==> src/rtl/key_note_arbiter.sv <==
// rtl/key_note_arbiter.sv - monophonic lowest-index-wins key scheduler for one tone generator
// Emits note-on/note-off events over valid/ready and drives the gate level.
module key_note_arbiter #(
  parameter int NKEYS  = 8,
  parameter int IDXW   = 3,
  parameter int GAPCYC = 2
) (
  input  logic             clk,
  input  logic             rst_n,
  input  logic [NKEYS-1:0] key_down,
  input  logic             ev_ready,
  output logic             ev_valid,
  output logic             ev_on,
  output logic [IDXW-1:0]  ev_note,
  output logic             gate,
  output logic             busy
);

  typedef enum logic [2:0] {IDLE, ON_REQ, PLAY, OFF_REQ, GAP} state_e;

  state_e          state_q, state_d;
  logic            ev_valid_q, ev_valid_d;
  logic            ev_on_q, ev_on_d;
  logic [IDXW-1:0] ev_note_q, ev_note_d;
  logic            gate_q, gate_d;
  logic            busy_q, busy_d;
  logic [3:0]      cnt_q, cnt_d;
  logic [IDXW-1:0] cur_note_q, cur_note_d;

  logic            sel_found;
  logic [IDXW-1:0] sel;
  logic            cur_held;
  logic            lower_held;
  logic            accept;

  // Descending scan so the lowest held index is the last one written.
  always_comb begin
    sel_found  = 1'b0;
    sel        = '0;
    cur_held   = 1'b0;
    lower_held = 1'b0;
    for (int k = NKEYS - 1; k >= 0; k--) begin
      if (key_down[k]) begin
        sel_found = 1'b1;
        sel       = IDXW'(k);
      end
    end
    for (int k = 0; k < NKEYS; k++) begin
      if (IDXW'(k) == cur_note_q) cur_held = key_down[k];
      if ((IDXW'(k) < cur_note_q) && key_down[k]) lower_held = 1'b1;
    end
  end

  assign accept = ev_valid_q && ev_ready;

  always_comb begin
    state_d    = state_q;
    ev_valid_d = ev_valid_q;
    ev_on_d    = ev_on_q;
    ev_note_d  = ev_note_q;
    gate_d     = gate_q;
    cnt_d      = cnt_q;
    cur_note_d = cur_note_q;
    case (state_q)
      IDLE: begin
        if (sel_found) begin
          cur_note_d = sel;
          ev_valid_d = 1'b1;
          ev_on_d    = 1'b1;
          ev_note_d  = sel;
          state_d    = ON_REQ;
        end
      end
      ON_REQ: begin
        // Releases here are deliberately ignored; the note-on must land first.
        if (accept) begin
          ev_valid_d = 1'b0;
          gate_d     = 1'b1;
          state_d    = PLAY;
        end
      end
      PLAY: begin
        if (!cur_held || lower_held) begin
          ev_valid_d = 1'b1;
          ev_on_d    = 1'b0;
          ev_note_d  = cur_note_q;
          state_d    = OFF_REQ;
        end
      end
      OFF_REQ: begin
        if (accept) begin
          ev_valid_d = 1'b0;
          gate_d     = 1'b0;
          cnt_d      = 4'(GAPCYC);
          state_d    = GAP;
        end
      end
      GAP: begin
        if (cnt_q == 4'd0) state_d = IDLE;
        else               cnt_d   = cnt_q - 4'd1;
      end
      default: state_d = IDLE;
    endcase
    busy_d = (state_d != IDLE);
  end

  always_ff @(posedge clk or negedge rst_n) begin
    if (!rst_n) begin
      state_q    <= IDLE;
      ev_valid_q <= 1'b0;
      ev_on_q    <= 1'b0;
      ev_note_q  <= '0;
      gate_q     <= 1'b0;
      busy_q     <= 1'b0;
      cnt_q      <= 4'd0;
      cur_note_q <= '0;
    end else begin
      state_q    <= state_d;
      ev_valid_q <= ev_valid_d;
      ev_on_q    <= ev_on_d;
      ev_note_q  <= ev_note_d;
      gate_q     <= gate_d;
      busy_q     <= busy_d;
      cnt_q      <= cnt_d;
      cur_note_q <= cur_note_d;
    end
  end

  assign ev_valid = ev_valid_q;
  assign ev_on    = ev_on_q;
  assign ev_note  = ev_note_q;
  assign gate     = gate_q;
  assign busy     = busy_q;

endmodule

==> config.mk <==
export PLATFORM = sky130hd
export DESIGN_NAME = key_note_arbiter
export DESIGN_NICKNAME = d
export VERILOG_FILES = /design/src/rtl/key_note_arbiter.sv
export SDC_FILE = /design/constraint.sdc
export NUM_CORES = 1
export LEC_CHECK = 0
export BUFFER_PORTS_ARGS = -buffer_cell sky130_fd_sc_hd__clkbuf_2
export CAP_MARGIN = 20
export CORE_MARGIN = 3
export CORE_UTILIZATION = 49
export CTS_CLUSTER_SIZE = 10
export DETAILED_ROUTE_END_ITERATION = 16
export PLACE_DENSITY_LB_ADDON = 0.3
export SYNTH_ARGS = -nofsm -noshare
export SYNTH_HDL_FRONTEND = slang
export SYNTH_SLANG_ARGS = --single-unit
==> constraint.sdc <==
create_clock -name clk -period 1.85 [get_ports clk]
set_input_delay 0.185 -clock clk [delete_from_list [all_inputs] [get_ports clk]]
set_output_delay 0.185 -clock clk [all_outputs]
set_load 0.005 [all_outputs]
==> metrics.txt <==
# TYPE chip_impl_metric gauge
chip_impl_info{name="outcome",value="complete, no violations"} 1
chip_impl_metric{name="design.die.area",unit="um^2"} 2720
chip_impl_metric{name="synth_area_per_cell",unit="um^2"} 8.86
chip_impl_metric{name="cts-buffers-inserted",unit=""} 3
chip_impl_info{name="tritoncts_clock_tree",value="built"} 1
chip_impl_metric{name="n_fill_cell",unit=""} 162
chip_impl_metric{name="htree_levels",unit=""} 1
chip_impl_metric{name="avgRoutedWirePerCell",unit="um"} 14.4
chip_impl_metric{name="cts.path.max_buffers",unit=""} 2
chip_impl_info{name="mostFrequentLayoutCell",value="sky130_fd_sc_hd__clkbuf_2"} 1
chip_impl_metric{name="setup_tns",unit="ps"} 0
chip_impl_metric{name="postSynthRegisterBits",unit=""} 17
chip_impl_metric{name="starting_density_of_the_core",unit=""} 0.528
chip_impl_metric{name="vdd.ir_drop.worst",unit="uV"} 957
chip_impl_metric{name="power-per-cell-area",unit="nW/um^2"} 1620
chip_impl_metric{name="grt_use_total",unit=""} 0.219
chip_impl_metric{name="grt_first_pass_wirelength",unit="um"} 4350
chip_impl_metric{name="place_area",unit="um^2"} 1200
chip_impl_metric{name="gp_routability_congestion",unit=""} 0.923
chip_impl_metric{name="seq_area_frac_synth",unit=""} 0.407
chip_impl_info{name="timing_worst_setup_path_type",value="reg2reg"} 1
chip_impl_metric{name="floorplan.die.height",unit="um"} 52.2
chip_impl_metric{name="drtPass1Iterations",unit=""} 4
chip_impl_metric{name="multi_input_area",unit="um^2"} 603
chip_impl_metric{name="finalWorstPathRequiredPeriod",unit="ps"} 1800
chip_impl_metric{name="rows",unit=""} 16
chip_impl_metric{name="worst_ep_arrival_time",unit="ps"} 1980
chip_impl_metric{name="timing.max_slew.rel_slack",unit=""} 0.657
chip_impl_metric{name="antenna_viol_nets_final",unit=""} 0
chip_impl_metric{name="grt_remaining_overflow",unit=""} 0
chip_impl_metric{name="yosys_warnings",unit=""} 0
chip_impl_metric{name="finalCritPeriodShare",unit=""} 0.972
chip_impl_metric{name="detail_route.drc_violations",unit=""} 0
chip_impl_metric{name="worst_skew_pair.late_latency",unit="ps"} 290
chip_impl_metric{name="fin_area",unit="um^2"} 1290
chip_impl_metric{name="tightest_slew",unit="ps"} 509
chip_impl_info{name="clock_tree.root_cell",value="sky130_fd_sc_hd__clkbuf_4"} 1
chip_impl_metric{name="floorplan.core_area",unit="um^2"} 1980
chip_impl_metric{name="vias_per_cell",unit=""} 5.90
chip_impl_metric{name="finClkSkew",unit="ps"} 6.36
chip_impl_metric{name="synth_nets",unit=""} 130
chip_impl_info{name="endpoint_kind",value="flip-flop"} 1
chip_impl_metric{name="place_ws",unit="ps"} -0.624
chip_impl_info{name="layout_common_cells",value="sky130_fd_sc_hd__clkbuf_2 (17), sky130_fd_sc_hd__nand2_1 (16), sky130_fd_sc_hd__dfrtp_1 (14)"} 1
chip_impl_metric{name="ys_types",unit=""} 40
chip_impl_info{name="path_category_of_the_worst_min_delay_check",value="in2reg"} 1
chip_impl_metric{name="ioPinCount",unit=""} 18
chip_impl_metric{name="setup_violations",unit=""} 0
chip_impl_metric{name="place_hpwl",unit="um"} 1870
chip_impl_metric{name="clk_pin_slew_worst_paths",unit="ps"} 100
chip_impl_metric{name="register_area",unit="um^2"} 429
chip_impl_metric{name="synth_edf_count",unit=""} 0
chip_impl_metric{name="first_global_vias",unit=""} 1004
chip_impl_metric{name="layout.cells.non_filler",unit=""} 174
chip_impl_metric{name="maxClockFrequency",unit="GHz"} 0.556
chip_impl_metric{name="die-width",unit="um"} 52.2
chip_impl_metric{name="post_detailed_routing_wire_length",unit="um"} 2500
chip_impl_metric{name="num_antenna_cells",unit=""} 0
chip_impl_metric{name="grt_max_degree",unit=""} 18
chip_impl_metric{name="setup_ws",unit="ps"} 51.5
chip_impl_metric{name="critical_path.max_fanout",unit=""} 3
chip_impl_metric{name="total_leakage_power",unit="uW"} 0.000578
chip_impl_metric{name="share_of_async_settable_or_async_resettable_flops_after_synthesis",unit=""} 1.00
chip_impl_metric{name="synth_cells",unit=""} 118
chip_impl_info{name="dominantRegCellSynth",value="sky130_fd_sc_hd__dfrtp_1"} 1
chip_impl_metric{name="grt_antenna_before_repair",unit=""} 0
chip_impl_metric{name="finalHoldViolations",unit=""} 0
chip_impl_metric{name="fin_nets",unit=""} 160
chip_impl_metric{name="drive_above_1_share",unit=""} 0.306
chip_impl_info{name="start_kind",value="flip-flop"} 1
chip_impl_metric{name="detailroute.via_count",unit=""} 1027
chip_impl_metric{name="combined_area_of_all_synthesized_cells",unit="um^2"} 1050
chip_impl_metric{name="place.port_buffers",unit=""} 17
chip_impl_metric{name="area_growth_syn_to_layout",unit="%"} 23.7
chip_impl_metric{name="cts_num_sinks",unit=""} 17
chip_impl_metric{name="slew_violations",unit=""} 0
chip_impl_metric{name="hold_slack",unit="ps"} 123
chip_impl_metric{name="crit_required",unit="ps"} 2030
chip_impl_metric{name="max-cap-violations",unit=""} 0
chip_impl_metric{name="post-place-cells",unit=""} 166
chip_impl_metric{name="detail_route.iter0.violations",unit=""} 37
==> final timing paths <==
path / cells after the start / slack, ps / start / endpoint
max: 5 / 50 / state_q[0] / ev_note[1]
min: 2 / 120 / ev_ready / ev_valid
max reg2reg: 5 / 50 / state_q[0] / ev_note[1]
min reg2reg: 2 / 510 / gate / gate
max in group asynchronous: 2 / 1180 / rst_n / cur_note_q[1]
min in group asynchronous: 2 / 350 / rst_n / state_q[2]
==> per-stage QoR <==
stage / total power, uW / util
finish: 2090 / 0.653
global route: 2280 / 0.653
CTS: 1970 / 0.627
global placement: 1720 / 0.607
detailed placement: 1750 / 0.607
floorplan: 1400 / -
==> power breakdown <==
group | switching [uW] | internal, uW | total (uW)
clock | 116 | 80.5 | 196
sequential | 175 | 540 | 715
combinational | 599 | 584 | 1180
total | 890 | 1200 | 2090
==> synthesized netlist by cell type (2+ instances only) <==
| cell | n | area share |
|---|---|---|
| sky130_fd_sc_hd__xnor2_1 | 3 | 0.025 |
| sky130_fd_sc_hd__a21oi_1 | 4 | 0.019 |
| sky130_fd_sc_hd__dfrtp_1 | 17 | 0.41 |
| sky130_fd_sc_hd__o21ai_0 | 8 | 0.038 |
| sky130_fd_sc_hd__nor2_1 | 12 | 0.043 |
| sky130_fd_sc_hd__nor3_1 | 4 | 0.019 |
| sky130_fd_sc_hd__nor2b_1 | 3 | 0.018 |
| sky130_fd_sc_hd__mux2_4 | 2 | 0.029 |
| sky130_fd_sc_hd__nand3_1 | 4 | 0.019 |
| sky130_fd_sc_hd__o31ai_1 | 2 | 0.014 |
| sky130_fd_sc_hd__o211ai_1 | 4 | 0.029 |
| sky130_fd_sc_hd__o21a_1 | 2 | 0.014 |
| sky130_fd_sc_hd__nand2_1 | 16 | 0.057 |
| sky130_fd_sc_hd__a2bb2oi_1 | 2 | 0.017 |
| sky130_fd_sc_hd__mux2i_1 | 2 | 0.019 |
| sky130_fd_sc_hd__inv_1 | 7 | 0.025 |
| sky130_fd_sc_hd__buf_2 | 3 | 0.014 |
==> logic make-up (layout without fill, tap and decap cells) <==
family | count (synthesis) | after routing | share of synthesized area
simple gates | 45 | 45 | 0.201
compound gates | 37 | 37 | 0.264
flops | 17 | 17 | 0.407
buf+inv | 11 | 40 | 0.0431
mux | 4 | 4 | 0.0478
xor+xnor | 3 | 3 | 0.0251
fa+ha+maj | 1 | 1 | 0.0120
==> registers in the layout (all words and copies together), names as in the netlist <==
register / flops
gate: 1
busy: 1
ev_note: 3
ev_on: 1
cnt_q: 4
ev_valid: 1
state_q: 3
cur_note_q: 3
==> final cells by class <==
class                   instances  share of cell area
multi-input cells              90               0.466
clock inverters                 1             0.00387
well taps                      27              0.0261
clock buffers                   3              0.0174
flip-flops and latches         17               0.332
repair buffers                 28               0.132
inverters                       8              0.0232
==> worst max-delay path, cell delays in order (launching register included) <==
cell and delay (ps):
sky130_fd_sc_hd__dfrtp_1 390, sky130_fd_sc_hd__or3b_4 410, sky130_fd_sc_hd__a41oi_2 260, sky130_fd_sc_hd__inv_2 90
sky130_fd_sc_hd__o211ai_4 210, sky130_fd_sc_hd__mux2_4 320
==> what timing repair did <==
item / 4_1_cts / 5_1_grt
resized for setup: 2 / 7
hold endpoints to repair: 17 / 0
hold buffers: 1 / 0
setup endpoints to repair: 2 / 5
pin swaps: 0 / 1
buffers inserted: 0 / 3
==> routing by layer <==
| metal | vias up | global-route usage | share of wire |
|---|---|---|---|
| li1 | 490 | - | - |
| met1 | 492 | 0.277 | 0.46 |
| met2 | 39 | 0.354 | 0.46 |
| met3 | 6 | 0.0399 | 0.057 |
| met4 | 0 | 0.115 | 0.022 |
| met5 | - | 0 | 0 |
(Power assumes the default switching activity.)
